## config.mk

```make
export PLATFORM = sky130hd
export DESIGN_NAME = lsu_mem_ctrl
export DESIGN_NICKNAME = d
export VERILOG_FILES = /design/src/rtl/lsu_pkg.sv /design/src/rtl/lsu_align.sv /design/src/rtl/lsu_mem_ctrl.sv
export SDC_FILE = /design/constraint.sdc
export NUM_CORES = 1
export LEC_CHECK = 0
export ABC_AREA = 1
export CORE_MARGIN = 2
export CORE_UTILIZATION = 47
export DETAILED_ROUTE_END_ITERATION = 16
export DONT_BUFFER_PORTS = 1
export PLACE_DENSITY = 0.6
export SYNTH_ARGS = -nofsm -noshare
export SYNTH_HDL_FRONTEND = slang
export SYNTH_SLANG_ARGS = --single-unit
```

## constraint.sdc

```tcl
create_clock -name clk -period 4.3 [get_ports clk]
set_clock_uncertainty 0.1 [all_clocks]
set_input_delay 0.86 -clock clk [delete_from_list [all_inputs] [get_ports clk]]
set_output_delay 0.86 -clock clk [all_outputs]
set_load 0.03 [all_outputs]
```

## src/rtl/lsu_pkg.sv

```systemverilog
// Shared definitions for the load/store unit.
//   - funct3 encodings for the RV load/store sizes
//   - fault codes returned on rsp_fault
//   - FSM state encoding used by lsu_mem_ctrl
//   - size / misalignment / legality helpers for funct3 decode
package lsu_pkg;

    localparam logic [2:0] F3_B  = 3'b000;
    localparam logic [2:0] F3_H  = 3'b001;
    localparam logic [2:0] F3_W  = 3'b010;
    localparam logic [2:0] F3_D  = 3'b011;
    localparam logic [2:0] F3_BU = 3'b100;
    localparam logic [2:0] F3_HU = 3'b101;
    localparam logic [2:0] F3_WU = 3'b110;

    localparam logic [1:0] FLT_OK       = 2'b00;
    localparam logic [1:0] FLT_MISALIGN = 2'b01;
    localparam logic [1:0] FLT_BUS      = 2'b10;
    localparam logic [1:0] FLT_ILLEGAL  = 2'b11;

    typedef enum logic [2:0] {
        IDLE,
        BEAT0_REQ,
        BEAT0_WAIT,
        BEAT1_REQ,
        BEAT1_WAIT,
        RESP
    } lsu_state_e;

    // Access size in bytes: 1, 2, 4 or 8.
    function automatic logic [3:0] f3_size(input logic [2:0] f3);
        return 4'd1 << f3[1:0];
    endfunction

    // Byte offset not a multiple of the access size.
    function automatic logic f3_misaligned(input logic [2:0] f3, input logic [3:0] off);
        return |(off & (f3_size(f3) - 4'd1));
    endfunction

    // Encodings with no meaning for this datapath width / direction.
    function automatic logic f3_illegal(input logic [2:0] f3, input logic we, input int xlen);
        logic ill;
        ill = (f3 == 3'b111) || (we && f3[2]);
        if (xlen == 32 && (f3 == F3_D || f3 == F3_WU))
            ill = 1'b1;
        return ill;
    endfunction

endpackage

```

## src/rtl/lsu_align.sv

```systemverilog
// Combinational lane alignment for the load/store unit.
//   funct3      in   access size and signedness
//   off         in   byte offset of the access within a bus word
//   wdata       in   LSB-justified store data
//   rdata0/1    in   read data of beat 0 / beat 1 (beat 1 zero when unused)
//   be0/be1     out  byte enables of beat 0 / beat 1
//   wdata0/1    out  lane-shifted store data of beat 0 / beat 1
//   split       out  access crosses into the next bus word
//   ldata       out  merged, sign/zero-extended load data
module lsu_align
    import lsu_pkg::*;
#(
    parameter int XLEN = 32
) (
    input  logic [2:0]               funct3,
    input  logic [$clog2(XLEN/8)-1:0] off,
    input  logic [XLEN-1:0]          wdata,
    input  logic [XLEN-1:0]          rdata0,
    input  logic [XLEN-1:0]          rdata1,
    output logic [XLEN/8-1:0]        be0,
    output logic [XLEN/8-1:0]        be1,
    output logic [XLEN-1:0]          wdata0,
    output logic [XLEN-1:0]          wdata1,
    output logic                     split,
    output logic [XLEN-1:0]          ldata
);

    localparam int BYTES = XLEN / 8;

    // Keep the low s bytes, then fill the rest with the top kept bit
    // (signed loads) or zero (unsigned loads).
    function automatic logic [XLEN-1:0] extend_load(input logic [XLEN-1:0] d,
                                                     input logic [3:0]      s,
                                                     input logic            is_unsigned);
        logic [XLEN-1:0] r;
        logic            sb;
        r  = '0;
        sb = 1'b0;
        for (int i = 0; i < BYTES; i++) begin
            if (i < int'(s)) begin
                r[8*i +: 8] = d[8*i +: 8];
                sb          = d[8*i + 7];
            end
        end
        sb = sb & ~is_unsigned;
        for (int i = 0; i < BYTES; i++) begin
            if (i >= int'(s))
                r[8*i +: 8] = {8{sb}};
        end
        return r;
    endfunction

    logic [3:0]          size;
    logic [BYTES-1:0]    mask;
    logic [2*BYTES-1:0]  be_win;
    logic [2*XLEN-1:0]   wd_win;
    logic [XLEN-1:0]     merged;

    // Two-word windows: the upper half of each window is what spills into beat 1.
    always_comb begin
        size = f3_size(funct3);
        mask = '0;
        for (int i = 0; i < BYTES; i++)
            mask[i] = (i < int'(size));
        be_win = {{BYTES{1'b0}}, mask} << off;
        wd_win = {{XLEN{1'b0}}, wdata} << {off, 3'b000};
        merged = XLEN'({rdata1, rdata0} >> {off, 3'b000});
    end

    assign be0    = be_win[BYTES-1:0];
    assign be1    = be_win[2*BYTES-1:BYTES];
    assign wdata0 = wd_win[XLEN-1:0];
    assign wdata1 = wd_win[2*XLEN-1:XLEN];
    assign split  = |be_win[2*BYTES-1:BYTES];
    assign ldata  = extend_load(merged, size, funct3[2]);

endmodule

```

## src/rtl/lsu_mem_ctrl.sv

```systemverilog
// Sequential load/store unit between the execute stage and a req/gnt/rvalid
// data-memory port. One request per valid/ready handshake; misaligned accesses
// that cross a bus word are split into two beats when MISALIGN_SPLIT=1.
//   clk, rst_n            clock, asynchronous active-low reset
//   req_valid/req_ready   request handshake (ready only in IDLE)
//   req_we, req_funct3    direction and RV size/sign encoding
//   req_addr, req_wdata   byte address, LSB-justified store data
//   mem_req/mem_gnt       bus request held until grant
//   mem_addr/we/be/wdata  word-aligned bus beat
//   mem_rvalid/rdata/err  beat response
//   rsp_valid/rdata/fault one-cycle response pulse with extended data / fault code
module lsu_mem_ctrl
    import lsu_pkg::*;
#(
    parameter int XLEN           = 32,
    parameter int ADDR_W         = 32,
    parameter int MISALIGN_SPLIT = 1
) (
    input  logic              clk,
    input  logic              rst_n,
    input  logic              req_valid,
    output logic              req_ready,
    input  logic              req_we,
    input  logic [2:0]        req_funct3,
    input  logic [ADDR_W-1:0] req_addr,
    input  logic [XLEN-1:0]   req_wdata,
    output logic              mem_req,
    input  logic              mem_gnt,
    output logic [ADDR_W-1:0] mem_addr,
    output logic              mem_we,
    output logic [XLEN/8-1:0] mem_be,
    output logic [XLEN-1:0]   mem_wdata,
    input  logic              mem_rvalid,
    input  logic [XLEN-1:0]   mem_rdata,
    input  logic              mem_err,
    output logic              rsp_valid,
    output logic [XLEN-1:0]   rsp_rdata,
    output logic [1:0]        rsp_fault
);

    localparam int BYTES = XLEN / 8;
    localparam int OFF_W = $clog2(BYTES);

    lsu_state_e        state;

    // Request latch and beat-0 read data (data path, not reset)
    logic [2:0]        f3_q;
    logic              we_q;
    logic [OFF_W-1:0]  off_q;
    logic [XLEN-1:0]   wdata_q;
    logic              split_q;
    logic [XLEN-1:0]   rdata0_q;

    logic              idle;
    logic              accept;
    logic              req_illegal;
    logic              req_misal;

    logic [2:0]        al_f3;
    logic [OFF_W-1:0]  al_off;
    logic [XLEN-1:0]   al_wdata;
    logic [XLEN-1:0]   al_rd0;
    logic [XLEN-1:0]   al_rd1;
    logic [BYTES-1:0]  al_be0;
    logic [BYTES-1:0]  al_be1;
    logic [XLEN-1:0]   al_wd0;
    logic [XLEN-1:0]   al_wd1;
    logic              al_split;
    logic [XLEN-1:0]   al_ldata;

    assign idle        = (state == IDLE);
    assign req_ready   = idle;
    assign accept      = idle && req_valid;
    assign req_illegal = f3_illegal(req_funct3, req_we, XLEN);
    assign req_misal   = f3_misaligned(req_funct3, 4'(req_addr[OFF_W-1:0]));

    // The single aligner sees the live request while idle (beat-0 lanes are
    // registered on accept) and the latched request afterwards. In BEAT1_WAIT
    // the two read beats are merged; otherwise the live beat is beat 0 alone.
    always_comb begin
        al_f3    = idle ? req_funct3 : f3_q;
        al_off   = idle ? req_addr[OFF_W-1:0] : off_q;
        al_wdata = idle ? req_wdata : wdata_q;
        al_rd0   = (state == BEAT1_WAIT) ? rdata0_q : mem_rdata;
        al_rd1   = (state == BEAT1_WAIT) ? mem_rdata : '0;
    end

    lsu_align #(
        .XLEN (XLEN)
    ) u_align (
        .funct3 (al_f3),
        .off    (al_off),
        .wdata  (al_wdata),
        .rdata0 (al_rd0),
        .rdata1 (al_rd1),
        .be0    (al_be0),
        .be1    (al_be1),
        .wdata0 (al_wd0),
        .wdata1 (al_wd1),
        .split  (al_split),
        .ldata  (al_ldata)
    );

    // Request latch / beat-0 capture
    always_ff @(posedge clk) begin
        if (accept) begin
            f3_q    <= req_funct3;
            we_q    <= req_we;
            off_q   <= req_addr[OFF_W-1:0];
            wdata_q <= req_wdata;
            split_q <= al_split;
        end
        if (state == BEAT0_WAIT && mem_rvalid)
            rdata0_q <= mem_rdata;
    end

    // FSM, bus and response registers
    always_ff @(posedge clk or negedge rst_n) begin
        if (!rst_n) begin
            state     <= IDLE;
            mem_req   <= 1'b0;
            mem_we    <= 1'b0;
            mem_addr  <= '0;
            mem_be    <= '0;
            mem_wdata <= '0;
            rsp_valid <= 1'b0;
            rsp_rdata <= '0;
            rsp_fault <= FLT_OK;
        end else begin
            rsp_valid <= 1'b0;
            case (state)
                IDLE: begin
                    if (req_valid) begin
                        if (req_illegal) begin
                            rsp_valid <= 1'b1;
                            rsp_rdata <= '0;
                            rsp_fault <= FLT_ILLEGAL;
                            state     <= RESP;
                        end else if (req_misal && MISALIGN_SPLIT == 0) begin
                            rsp_valid <= 1'b1;
                            rsp_rdata <= '0;
                            rsp_fault <= FLT_MISALIGN;
                            state     <= RESP;
                        end else begin
                            mem_req   <= 1'b1;
                            mem_we    <= req_we;
                            mem_addr  <= {req_addr[ADDR_W-1:OFF_W], {OFF_W{1'b0}}};
                            mem_be    <= al_be0;
                            mem_wdata <= al_wd0;
                            state     <= BEAT0_REQ;
                        end
                    end
                end
                BEAT0_REQ: begin
                    if (mem_gnt) begin
                        mem_req <= 1'b0;
                        state   <= BEAT0_WAIT;
                    end
                end
                BEAT0_WAIT: begin
                    if (mem_rvalid) begin
                        if (mem_err) begin
                            rsp_valid <= 1'b1;
                            rsp_rdata <= '0;
                            rsp_fault <= FLT_BUS;
                            state     <= RESP;
                        end else if (split_q) begin
                            mem_req   <= 1'b1;
                            mem_addr  <= mem_addr + ADDR_W'(BYTES);
                            mem_be    <= al_be1;
                            mem_wdata <= al_wd1;
                            state     <= BEAT1_REQ;
                        end else begin
                            rsp_valid <= 1'b1;
                            rsp_rdata <= we_q ? '0 : al_ldata;
                            rsp_fault <= FLT_OK;
                            state     <= RESP;
                        end
                    end
                end
                BEAT1_REQ: begin
                    if (mem_gnt) begin
                        mem_req <= 1'b0;
                        state   <= BEAT1_WAIT;
                    end
                end
                BEAT1_WAIT: begin
                    if (mem_rvalid) begin
                        rsp_valid <= 1'b1;
                        rsp_rdata <= (we_q || mem_err) ? '0 : al_ldata;
                        rsp_fault <= mem_err ? FLT_BUS : FLT_OK;
                        state     <= RESP;
                    end
                end
                RESP: begin
                    state <= IDLE;
                end
                default: begin
                    state <= IDLE;
                end
            endcase
        end
    end

endmodule

```

## Word-level counts from Yosys, hierarchy flattened

Cells that the tools add are included.

- $add $sub $neg: 1
- Order comparisons: 8
- Equal/unequal tests: 18
- Shift-type cells: 4
- Multiplexer cells: 76
- Bitwise gates (word level): 3
- Reduce and logical (&&, ||, !) cells: 17

Operators by type and width:

| kind | number |
|---|---|
| $mux 32 | 21 |
| $pmux 32 s2 | 2 |
| $pmux 32 s3 | 1 |
| $mux 8 | 8 |
| $shl 32x5->64 | 1 |
| $shr 64x5->32 | 1 |
| $add 32x3->32 const B | 1 |
| $mux 3 | 9 |
| $mux 4 | 5 |
| $mux 1 | 17 |
| $mux 2 | 8 |
| $ne 2x2->1 const B | 8 |
| $pmux 3 s5 | 1 |
| $reduce_and 6->1 | 2 |
| $eq 3x2->1 const B | 3 |
| $eq 3x3->1 const B | 3 |
| $ge 1x4->1 const A | 2 |
| $ge 2x4->1 const A | 2 |
| $lt 1x4->1 const A | 2 |
| $lt 2x4->1 const A | 2 |
| $pmux 4 s2 | 1 |
| $shl 4x2->8 | 1 |
| $reduce_and 7->1 | 1 |
| $pmux 1 s3 | 2 |
| 16 further kinds | 23 |

- Flip-flop bits (word level): 179
- Logic and storage cells: 142

## Longest topological paths before layout

Gate-level depths: netlist of run 1.

- Depth after elaboration: 15
- Depth in mapped cells: 17

## Cells and area by module

A second synthesis of run 1 with hierarchy kept.

- Cell total of the unflattened synthesis: 1,598
- Area total of the unflattened synthesis: 10,812.9 um2

Modules (own cells, without submodules):

| module | instances | cells an instance | area each (um2) | seq. area each (um2) |
|---|---|---|---|---|
| lsu_mem_ctrl | 1 | 1,208 | 8,946.1 | 4,784.6 |
| lsu_align | 1 | 390 | 1,866.8 | 0.0 |

## Worst setup path before layout of run 1

No wires, ideal clock.

- Path type: input to register
- From: input port req_valid
- To: register rsp_rdata[3]
- Setup time: 132 ps
- Arrival time: 3,339 ps
- Slack: 729 ps
- Stages on the path: 8
- Path buffers: 1
- Cell sequence: inv_1 > nor2_1 > nand2_1 > nand2_1 > inv_1 > clkbuf_1 > nand2_1 > o21ai_1

- Word-level cells in the longest chain between the ends: 2

Ends and longest elaborated chain:

| element | line | text |
|---|---|---|
| start, declared | lsu_mem_ctrl.sv:21 | `input logic req_valid,` |
| $ne 2x2->1 (no source line) | - |  |
| $reduce_and 6->1 (no source line) | - |  |
| end signal, assigned | lsu_mem_ctrl.sv:175 | `rsp_rdata <= we_q ? '0 : al_ldata;` |
| end signal, assigned | lsu_mem_ctrl.sv:190 | `rsp_rdata <= (we_q \|\| mem_err) ? '0 : al_ldata;` |
| end, declared | lsu_mem_ctrl.sv:37 | `output logic [XLEN-1:0] rsp_rdata,` |

Every way passes these cells.
A chain may end at the register's enable or synchronous reset.

## Worst setup path in the final report of run 1

- From: register state[2]
- To: register rsp_rdata[13]

- Word-level cells in the longest chain between the ends: 15

Ends and longest elaborated chain:

| element | line | text |
|---|---|---|
| start, declared | lsu_mem_ctrl.sv:44 | `lsu_state_e state;` |
| start signal, assigned | lsu_mem_ctrl.sv:120 | `state <= IDLE;` |
| start signal, assigned | lsu_mem_ctrl.sv:138 | `state <= RESP;` |
| start signal, assigned | lsu_mem_ctrl.sv:143 | `state <= RESP;` |
| $logic_not 3->1 | lsu_mem_ctrl.sv:71, lsu_mem_ctrl.sv:131 |  |
| $mux 3 | lsu_mem_ctrl.sv:81 | `al_f3 = idle ? req_funct3 : f3_q;` |
| $shl 1x2->4 | lsu_pkg.sv:32 | `return 4'd1 << f3[1:0];` |
| $lt 1x4->1 | lsu_align.sv:40 | `if (i < int'(s)) begin` |
| $mux 1 (4 in series) | lsu_align.sv:40 |  |
| $and 1x1->1 | lsu_align.sv:45 | `sb = sb & ~is_unsigned;` |
| $mux 8 | lsu_align.sv:47 | `if (i >= int'(s))` |
| $mux 32 | lsu_mem_ctrl.sv:175 |  |
| $mux 32 | lsu_mem_ctrl.sv:167 | `end else if (split_q) begin` |
| $mux 32 | lsu_mem_ctrl.sv:162 | `if (mem_err) begin` |
| $mux 32 | lsu_mem_ctrl.sv:161 | `if (mem_rvalid) begin` |
| $pmux 32 s3 | lsu_mem_ctrl.sv:131 | `case (state)` |

Several ways; a longest one is shown, not always the timed one. The select of a mux whose other input is x is not followed.

==> results of run 1 <==
[per-layer routing]
| layer | GRT usage | vias to the layer above |
|---|---|---|
| li1 | - | 4305 |
| met1 | 0.3983 | 4047 |
| met2 | 0.3661 | 426 |
| met3 | 0.08841 | 33 |
| met4 | 0.07476 | 0 |
| met5 | 0 | - |
[Yosys cell counts (all sizes together), types with 17 or more instances]
master / n
dfrtp: 106
nand3: 55
a21oi: 52
nand2: 501
clkbuf: 22
a31oi: 17
buf: 48
inv: 102
o21ai: 130
nor2: 126
edfxtp: 71
[cell type report]
cell class,count,area (um^2),share of cell area
clock buffer,18,429.2,0.04009
timing repair buffer,19,157.7,0.01473
tap,275,344.1,0.03214
clock inverter,14,152.6,0.01426
sequential,177,4785,0.4469
multi-input combinational,980,4451,0.4157
inverter,103,386.6,0.03611
[what timing repair did]
item	4_1_cts	5_1_grt
endpoints found under the hold margin	0	5
buffers inserted	0	0
hold buffers	0	1
[final timing paths]
path	cells past startpoint	slack, ns	to	startpoint
worst max-delay path	15	1.12	rsp_rdata[13]$_DFFE_PN0P_	state[2]$_DFFE_PN0P_
worst min-delay path	0	0.02	mem_addr[6]$_DFFE_PN0P_	rst_n
worst max register to register	15	1.12	rsp_rdata[13]$_DFFE_PN0P_	state[2]$_DFFE_PN0P_
worst min register to register	2	0.56	state[1]$_DFFE_PN0P_	state[1]$_DFFE_PN0P_
max in group asynchronous	1	3.13	mem_addr[23]$_DFFE_PN0P_	rst_n
min in group clk	0	0.42	wdata_q[26]$_DFFE_PP_	req_wdata[26]
[stage by stage]
| step | instance area, um^2 | worst slack [ns] |
|---|---|---|
| 2_1_floorplan | 9970 | 0.7286 |
| 3_3_place_gp | 10110 | 1.242 |
| 4_1_cts | 10700 | 1.102 |
| 5_1_grt | 10710 | 0.8030 |
| 3_5_place_dp | 10110 | 1.150 |
| 6_report | 10710 | 1.124 |
[power by group through the flow]
stage / registers (uW) / logic (uW) / clock network (uW)
3_3_place_gp: 3910 / 4100 / 0
5_1_grt: 3970 / 4750 / 1680
3_5_place_dp: 3920 / 4120 / 0
6_report: 3890 / 4180 / 1580
4_1_cts: 3890 / 4140 / 1610
2_1_floorplan: 3690 / 3250 / 0
[cells by family (layout without fill, tap and decap cells)]
| logic type | after synthesis | count (layout) | synth area share |
|---|---|---|---|
| AO/OA/AOI/OAI | 255 | 255 | 0.1463 |
| flip-flops | 177 | 177 | 0.4801 |
| XOR/XNOR | 10 | 10 | 0.008789 |
| buffers and inverters | 173 | 154 | 0.07545 |
| adder cells (fa/ha/maj) | 1 | 1 | 0.001255 |
| AND/OR/NAND/NOR | 712 | 712 | 0.2878 |
| other | 1 | 2 | 0.0003763 |
[flip-flops by register name, indices dropped and copies added (netlist names)]
| register | count |
|---|---|
| mem_req | 1 |
| rdata0_q | 32 |
| mem_addr | 30 |
| mem_wdata | 32 |
| off_q | 2 |
| mem_we | 1 |
| wdata_q | 32 |
| we_q | 1 |
| rsp_fault | 2 |
| mem_be | 4 |
| state | 3 |
| split_q | 1 |
| f3_q | 3 |
| rsp_valid | 1 |
| rsp_rdata | 32 |
[worst max-delay path: cells and delay by family (launching register included)]
family,cells,cell delay (ns)
DFF,1,0.48
and+or+nand+nor,11,1.63
buffers and inverters,4,0.85
==> results.sh, run 1 <==
export IMPL_status="finished clean"
export IMPL_min_period_ns=3.176
export IMPL_rows=53
export IMPL_htree_levels=4
export IMPL_place_congestion=0.8970
export IMPL_coreArea_um2=20890
export IMPL_fin_tns_setup_ns=0
export IMPL_syn_area_um2=9966
export IMPL_vdd_drop_max_mv=0.4285
export IMPL_top_layer="met4"
export IMPL_design_die_area_um2=22380
export IMPL_layout_drive_gt1_share=0.05950
export IMPL_max_cap_violations=0
export IMPL_clock_sinks=177
export IMPL_vias_per_cell=5.555
export IMPL_clkPwrFrac=0.164
export IMPL_clk_latency_ns=0.43
export IMPL_setup_viol=0
export IMPL_met1Wirelength_um=13410
export IMPL_cp_max_fo=35
export IMPL_initial_core_util=0.4771
export IMPL_grt_start_max_net_pins=107
export IMPL_maxSlewHeadroom=0.3253
export IMPL_grt_overflow_total=0
export IMPL_p_switching_uw=5170
export IMPL_wirelength_um=29760
export IMPL_combPwrFrac=0.433
export IMPL_syn_inst=1329
export IMPL_grt_pass1_vias=8093
export IMPL_synth_async_sr_flop_share=0.5989
export IMPL_crit_chain="inv_2, nand2_2, buf_4, inv_1, nand2_1, nand2_2, nor2_2, buf_4, nand3_1, nand2_1, nor2_2, nand2_2, nand2_1, nand2_1, nand2_1"
export IMPL_drc_errors=0
export IMPL_dp_cells=1553
export IMPL_numCtsBuffers=17
export IMPL_grt_pass1_wl_um=46150
export IMPL_critPathCaptureType="flip-flop"
export IMPL_cts_repair_resize_count=0
export IMPL_fin_hold_ws_ns=0.02026
export IMPL_p_int_uw=4483
export IMPL_cpMostUsedCell="nand2_1"
export IMPL_crit_type="flip-flop to flip-flop"
export IMPL_ys_flop_type="dfrtp_1"
export IMPL_met3_length_um=3547
export IMPL_antennaDiodeCount=0
export IMPL_area_growth_pct=7.420
export IMPL_cts_root_buf="clkbuf_16"
export IMPL_fillerInstances=2058
export IMPL_hold_viol=0
export IMPL_rsz0062_at_grt="no"
export IMPL_slew_violations=0
export IMPL_layout_common_cells="nand2_1 (492), nor2_1 (116), o21ai_0 (115)"
export IMPL_vias=8811
export IMPL_clk_path_buf_depth=2
export IMPL_wire_per_inst_um=18.76
export IMPL_num_nets_final=1405
export IMPL_yosys_area_top_type="dfrtp_1"
export IMPL_swShare=0.5356
export IMPL_seqPwrFrac=0.403
export IMPL_synth_seq_area_share=0.4801
export IMPL_cpPeakStageDelay_ns=0.48
export IMPL_cts_tree="yes"
export IMPL_critPathArrivalTime_ns=3.40
export IMPL_synth_edf_count=71
export IMPL_final_util=0.5125
export IMPL_ys_warn_count=0
export IMPL_yosysTopAreaCellShare=0.2662
export IMPL_dp_final_hpwl_um=20960
export IMPL_wl_met2_um=12250
export IMPL_p_leak_uw=0.004854
export IMPL_yosysUniqueCellTypes=46
export IMPL_crit_path_start_kind="flip-flop"
export IMPL_tightestPinTransition_ns=1.011
export IMPL_final_common_cell="nand2_1"
export IMPL_die_y_um=149.6
export IMPL_path_clk_slew_ns=0.07
export IMPL_antenna_found_initial=0
export IMPL_final_cells=1586
export IMPL_track_usage=0.2666
export IMPL_ys_seq_elements=177
export IMPL_drt_first_pass_iters=5
export IMPL_syn_avg_cell_area_um2=7.499
export IMPL_p_per_area_nw_per_um2=901.7
export IMPL_power_total_uw=9653
export IMPL_io_pins=212
export IMPL_drt_first_iter_violations=772
export IMPL_required_ns=4.52
export IMPL_die_w_um=149.6
export IMPL_min_period_over_period=0.7387
export IMPL_synthTopCellsByArea="dfrtp_1 (27%), edfxtp_1 (21%), nand2_1 (19%)"
export IMPL_max_freq_ghz=0.3148
export IMPL_route_antenna_remaining_nets=0
export IMPL_hp_class="input pin to asynchronous set/reset pin"
export IMPL_crit_path_top_delay_cell="dfrtp_1"
export IMPL_port_buffers=0
Note: power is estimated with default switching activity, not from simulation.
==> run 2: changes to the inputs <==
PLACE_DENSITY = 0.62   (was 0.6)
clock period = 2.7 ns   (was 4.3 ns; I/O delays follow)
==> run 2 against run 1 <==
  * The run now ends with negative hold slack left
  * Worst setup slack got worse by 0.91 ns
  * Core utilization rose by 0.96 points
  * Wire length rose by 0.93%
  * Global-route usage rose by 0.062 points
  * Final cell count rose by 1.2%
  * Flip-flop and latch count did not move
  * Clock-buffer cell count fell by 1
  * Sequential power rose by 55%
  * Via count rose by 0.33%
  * Critical path depth fell by 3
  * Total power rose by 63%
  * Critical endpoint is now rsp_rdata[9]$_DFFE_PN0P_
==> results.sh, run 2 (synthesis gave the netlist of run 1 again) <==
export IMPL_hp_class="input pin to asynchronous set/reset pin"
export IMPL_vdd_drop_max_mv=0.5179
export IMPL_violations="negative hold slack"
export IMPL_drt_first_pass_iters=5
export IMPL_slew_violations=0
export IMPL_initial_core_util=0.4771
export IMPL_area_growth_pct=9.441
export IMPL_p_leak_uw=0.004973
export IMPL_io_pins=212
export IMPL_place_congestion=0.8913
export IMPL_cpPeakStageDelay_ns=0.47
export IMPL_layout_common_cells="nand2_1 (492), nor2_1 (114), o21ai_0 (114)"
export IMPL_critPathCaptureType="flip-flop"
export IMPL_antenna_found_initial=0
export IMPL_r2r_end="rsp_rdata[9]$_DFFE_PN0P_"
export IMPL_grt_pass1_vias=8078
export IMPL_grt_start_max_net_pins=107
export IMPL_num_nets_final=1424
export IMPL_antennaDiodeCount=0
export IMPL_wire_per_inst_um=18.71
export IMPL_design_die_area_um2=22380
export IMPL_startpoint="state[1]$_DFFE_PN0P_"
export IMPL_die_y_um=149.6
export IMPL_grt_pass1_wl_um=46000
export IMPL_fin_tns_setup_ns=0
export IMPL_vias=8840
export IMPL_layout_drive_gt1_share=0.07744
export IMPL_cp_max_fo=46
export IMPL_crit_path_start_kind="flip-flop"
export IMPL_path_clk_slew_ns=0.08
export IMPL_htree_levels=4
export IMPL_drc_errors=0
export IMPL_cts_root_buf="clkbuf_16"
export IMPL_grt_overflow_total=0
export IMPL_critPathArrivalTime_ns=2.72
export IMPL_port_buffers=0
export IMPL_cpMostUsedCell="nand2_1"
export IMPL_clock_sinks=177
export IMPL_crit_type="flip-flop to flip-flop"
export IMPL_min_period_over_period=0.9210
export IMPL_wirelength_um=30040
export IMPL_route_antenna_remaining_nets=0
export IMPL_rsz0062_at_grt="no"
export IMPL_min_period_ns=2.487
export IMPL_hold_viol=106
export IMPL_ff2ff_path_depth=12
export IMPL_cts_tree="yes"
export IMPL_fin_hold_ws_ns=-0.3182
export IMPL_drt_first_iter_violations=916
export IMPL_track_usage=0.2672
export IMPL_max_freq_ghz=0.4021
export IMPL_reg2reg_from="state[1]$_DFFE_PN0P_"
export IMPL_die_w_um=149.6
export IMPL_max_cap_violations=0
export IMPL_tightestPinTransition_ns=0.6499
export IMPL_clk_path_buf_depth=2
export IMPL_vias_per_cell=5.508
export IMPL_setup_viol=0
export IMPL_maxSlewHeadroom=0.5627
export IMPL_numCtsBuffers=17
export IMPL_required_ns=2.94
export IMPL_post_cts_repair_setup_buffers=0
export IMPL_rows=53
export IMPL_r2r_slack_ns=0.21
export IMPL_clk_latency_ns=0.44
export IMPL_dp_final_hpwl_um=21430
export IMPL_final_common_cell="nand2_1"
export IMPL_crit_chain="nor2_4, buf_4, nand2_2, buf_12, o21ai_0, o21ai_0, o21ai_0, nand2_1, nand2_1, inv_1, nand2_1, nand2_1"
export IMPL_status="finished with violations"
export IMPL_coreArea_um2=20890
export IMPL_p_per_area_nw_per_um2=1446
export IMPL_crit_path_top_delay_cell="o21ai_0"
[run 2: stage by stage]
stage,power [uW],util,std cells,area (um^2),setup slack (ns)
floorplan,11060,-,1330,9980,0.2496
global placement,13060,0.4925,1573,10290,0.2234
detailed placement,13120,0.4925,1573,10290,0.2049
CTS,15760,0.5216,1605,10900,0.1670
global route,16920,0.5221,1605,10910,0.006268
finish,15770,0.5221,1605,10910,0.2133
[run 2: cell type report]
cell class                      count  area, um^2
Multi-Input combinational cell    980        4461
Fill cell                        2015        9982
Clock inverter                     15       181.4
Sequential cell                   177        4786
Inverter                          103       386.6
Tap cell                          275       344.1
Timing Repair Buffer               38       322.8
Clock buffer                       17       425.4
[run 2: how the worst max path moves through the flow]
stage,endpoint,depth (start not counted)
after CTS,mem_addr[31]$_DFFE_PN0P_,11
final,rsp_rdata[9]$_DFFE_PN0P_,12
after global placement,mem_addr[31]$_DFFE_PN0P_,11
after floorplan,rdata0_q[0]$_DFFE_PP_,6
after global routing,mem_addr[16]$_DFFE_PN0P_,10
after detailed placement,mem_addr[31]$_DFFE_PN0P_,11
[run 2: report_power, final]
group          switching, uW  internal, uW  leakage, uW
logic                   4960          2200      0.00270
registers               2230          3790      0.00198
clock network           1260          1350     0.000297
total                   8440          7340      0.00497
[run 2: worst max-delay path: cells and delay by family (launching register included)]
kind / cells / cell delay, ns
AOI/OAI and AO/OA: 3 / 0.84
buffers and inverters: 3 / 0.44
DFF: 1 / 0.43
and+or+nand+nor: 6 / 0.56
[run 2: what timing repair did]
action,CTS,global route
gates resized for setup,0,5
endpoints found under the setup margin,0,11
endpoints found under the hold margin,106,106
[run 2: routing by layer]
layer	wire length [um]	global-route usage
met1	13780	0.3925
met2	12640	0.3778
met3	3194	0.08994
met4	421	0.06667
met5	0	0
==> variant (config.mk and constraints of run 1) <==
Re-encode `lsu_state_e` (6 states) as one-hot, 6 bits wide.
--- a/src/rtl/lsu_pkg.sv
+++ b/src/rtl/lsu_pkg.sv
@@ -20,9 +20,9 @@
 
-    typedef enum logic [2:0] {
-        IDLE,
-        BEAT0_REQ,
-        BEAT0_WAIT,
-        BEAT1_REQ,
-        BEAT1_WAIT,
-        RESP
+    typedef enum logic [5:0] {
+        IDLE       = 6'b000001,
+        BEAT0_REQ  = 6'b000010,
+        BEAT0_WAIT = 6'b000100,
+        BEAT1_REQ  = 6'b001000,
+        BEAT1_WAIT = 6'b010000,
+        RESP       = 6'b100000
     } lsu_state_e;
Behaviour: no difference found for any inputs over 4 cycles, from zero or initial values and one cycle with rst_n low; so few cycles prove little.
==> variant against run 1 <==
Hold slack better by 0.0086 ns. Area after synthesis grew 1.4%. Routed wire length up 2.4%. Final area up 1.5%. Sequential cell count up 3. Setup slack worse by 0.37 ns. Largest cell class unchanged. Total power fell by 2.8%.
==> variant: results (changes against run 1) <==
- Outcome: finished, final reports clean
- Post-layout net count: 1377 (-2.0%)
* Peak supply drop: 0.0004546 V (+6.1%)
* Clk pwr share: 0.169 (+0.005)
* Metal3 WL: 3148 µm (-11%)
* Post-Synth Adder-Cell Area: 0.001238 (-0.00001710)
- The post-synthesis cell count is 1301 (-2.1%).
- The worst reg2reg path depth is 11 (-4).
- The pre-CTS worst setup slack was 0.6900 ns (-0.4601 ns).
- The fraction of synthesized area in multiplexers was 0.01598 (+0.01598).
* DP Area: 0.01026 mm² (+1.4%)
* Largest net degree at the start of global routing: 110 (+2.8%)
* Worst hold-check slack: 0.02886 ns (+0.008604 ns)
- Number of antenna cells inserted: 1 (+1)
- Total via count after detailed routing: 8786 (-0.28%)
- Met2 Usage GRT: 0.3827 (+0.01667)
* Crit path arrival time: 3.77 ns (+0.37 ns)
- Largest incremental delay on the critical path: 0.71 ns (+0.23 ns)
* Register bit total from synthesis: 180 (+1.7%)
- The final weighted congestion in routability-driven placement is 0.8843 (-1.4%).
* Fraction of the mapped netlist area in compound gates: 0.1449 (-0.001373)
* Share of async-settable or async-resettable flops after synthesis: 0.6056 (+0.006685)
* Count of TritonRoute iterations in the first routing pass: 6 (+1)
* Final-layout non-clock buffer area share: 0.01152 (-0.003210)
- The met1 layer wirelength in the final routing came to 13850 µm (+3.3%).
- Multi-input logic portion of the cell area: 0.4255 (+0.009812)
- The reported leakage power came to 4.774 nW (-1.6%).
- The setup slack of the most critical reg-to-reg path came to 0.76 ns (-0.37 ns).
- CP max stage cell: nor2_2
- The ratio of routed vias to standard cells is 5.636 (+1.4%).
* Number of logic inverters in the finished layout: 86 (-17%)
* Xor-xnor portion of the synthesized cell area: 0.009536 (+0.0007472)
- The detailed placer's ending HPWL is 21570 µm (+2.9%).
- The count of buffers not belonging to the clock network in the layout is 16 (-3).
- Cell internal power dissipation: 4.447 mW (-0.81%)
- The met2 layer wire length in the routed design was 13140 µm (+7.3%).
- Multi-input gates: 969 (-1.1%)
- Startpoint of the lowest-slack register-to-register path: state[3]
- Layout filler cell count: 2079 (+1.0%)
- The sequential logic power came to 3.43 mW (-12%).
## variant: cell count changes after synthesis, moves of 11 or more
cell             run 1  this run
buf_2               34        22
nand2_1            494       401
mux2i_1              0        15
nor2_1             119       130
inv_1               99        79
o21ai_0            115       149
clkbuf_1            22        35
nand3_1             53        65
a21oi_1             52        36
## variant: worst max-delay path by stage
stage / startpoint / end / slack, ns / depth (start not counted)
final: state[3] / mem_addr[2] / 0.76 / 11
after global routing: state[3] / mem_addr[6] / 0.38 / 12
after CTS: state[3] / mem_addr[2] / 0.68 / 11
after detailed placement: state[3] / mem_addr[2] / 0.69 / 11
after global placement: state[3] / mem_addr[2] / 0.88 / 11
after floorplan: state[0] / f3_q[0] / 0.83 / 7
## variant: kinds of logic after synthesis
logic type               after synthesis
multiplexers                          16
XOR/XNOR                              11
other                                  1
buffers and inverters                153
AO/OA/AOI/OAI                        259
flip-flops                           180
adder cells (fa/ha/maj)                1
AND/OR/NAND/NOR                      680
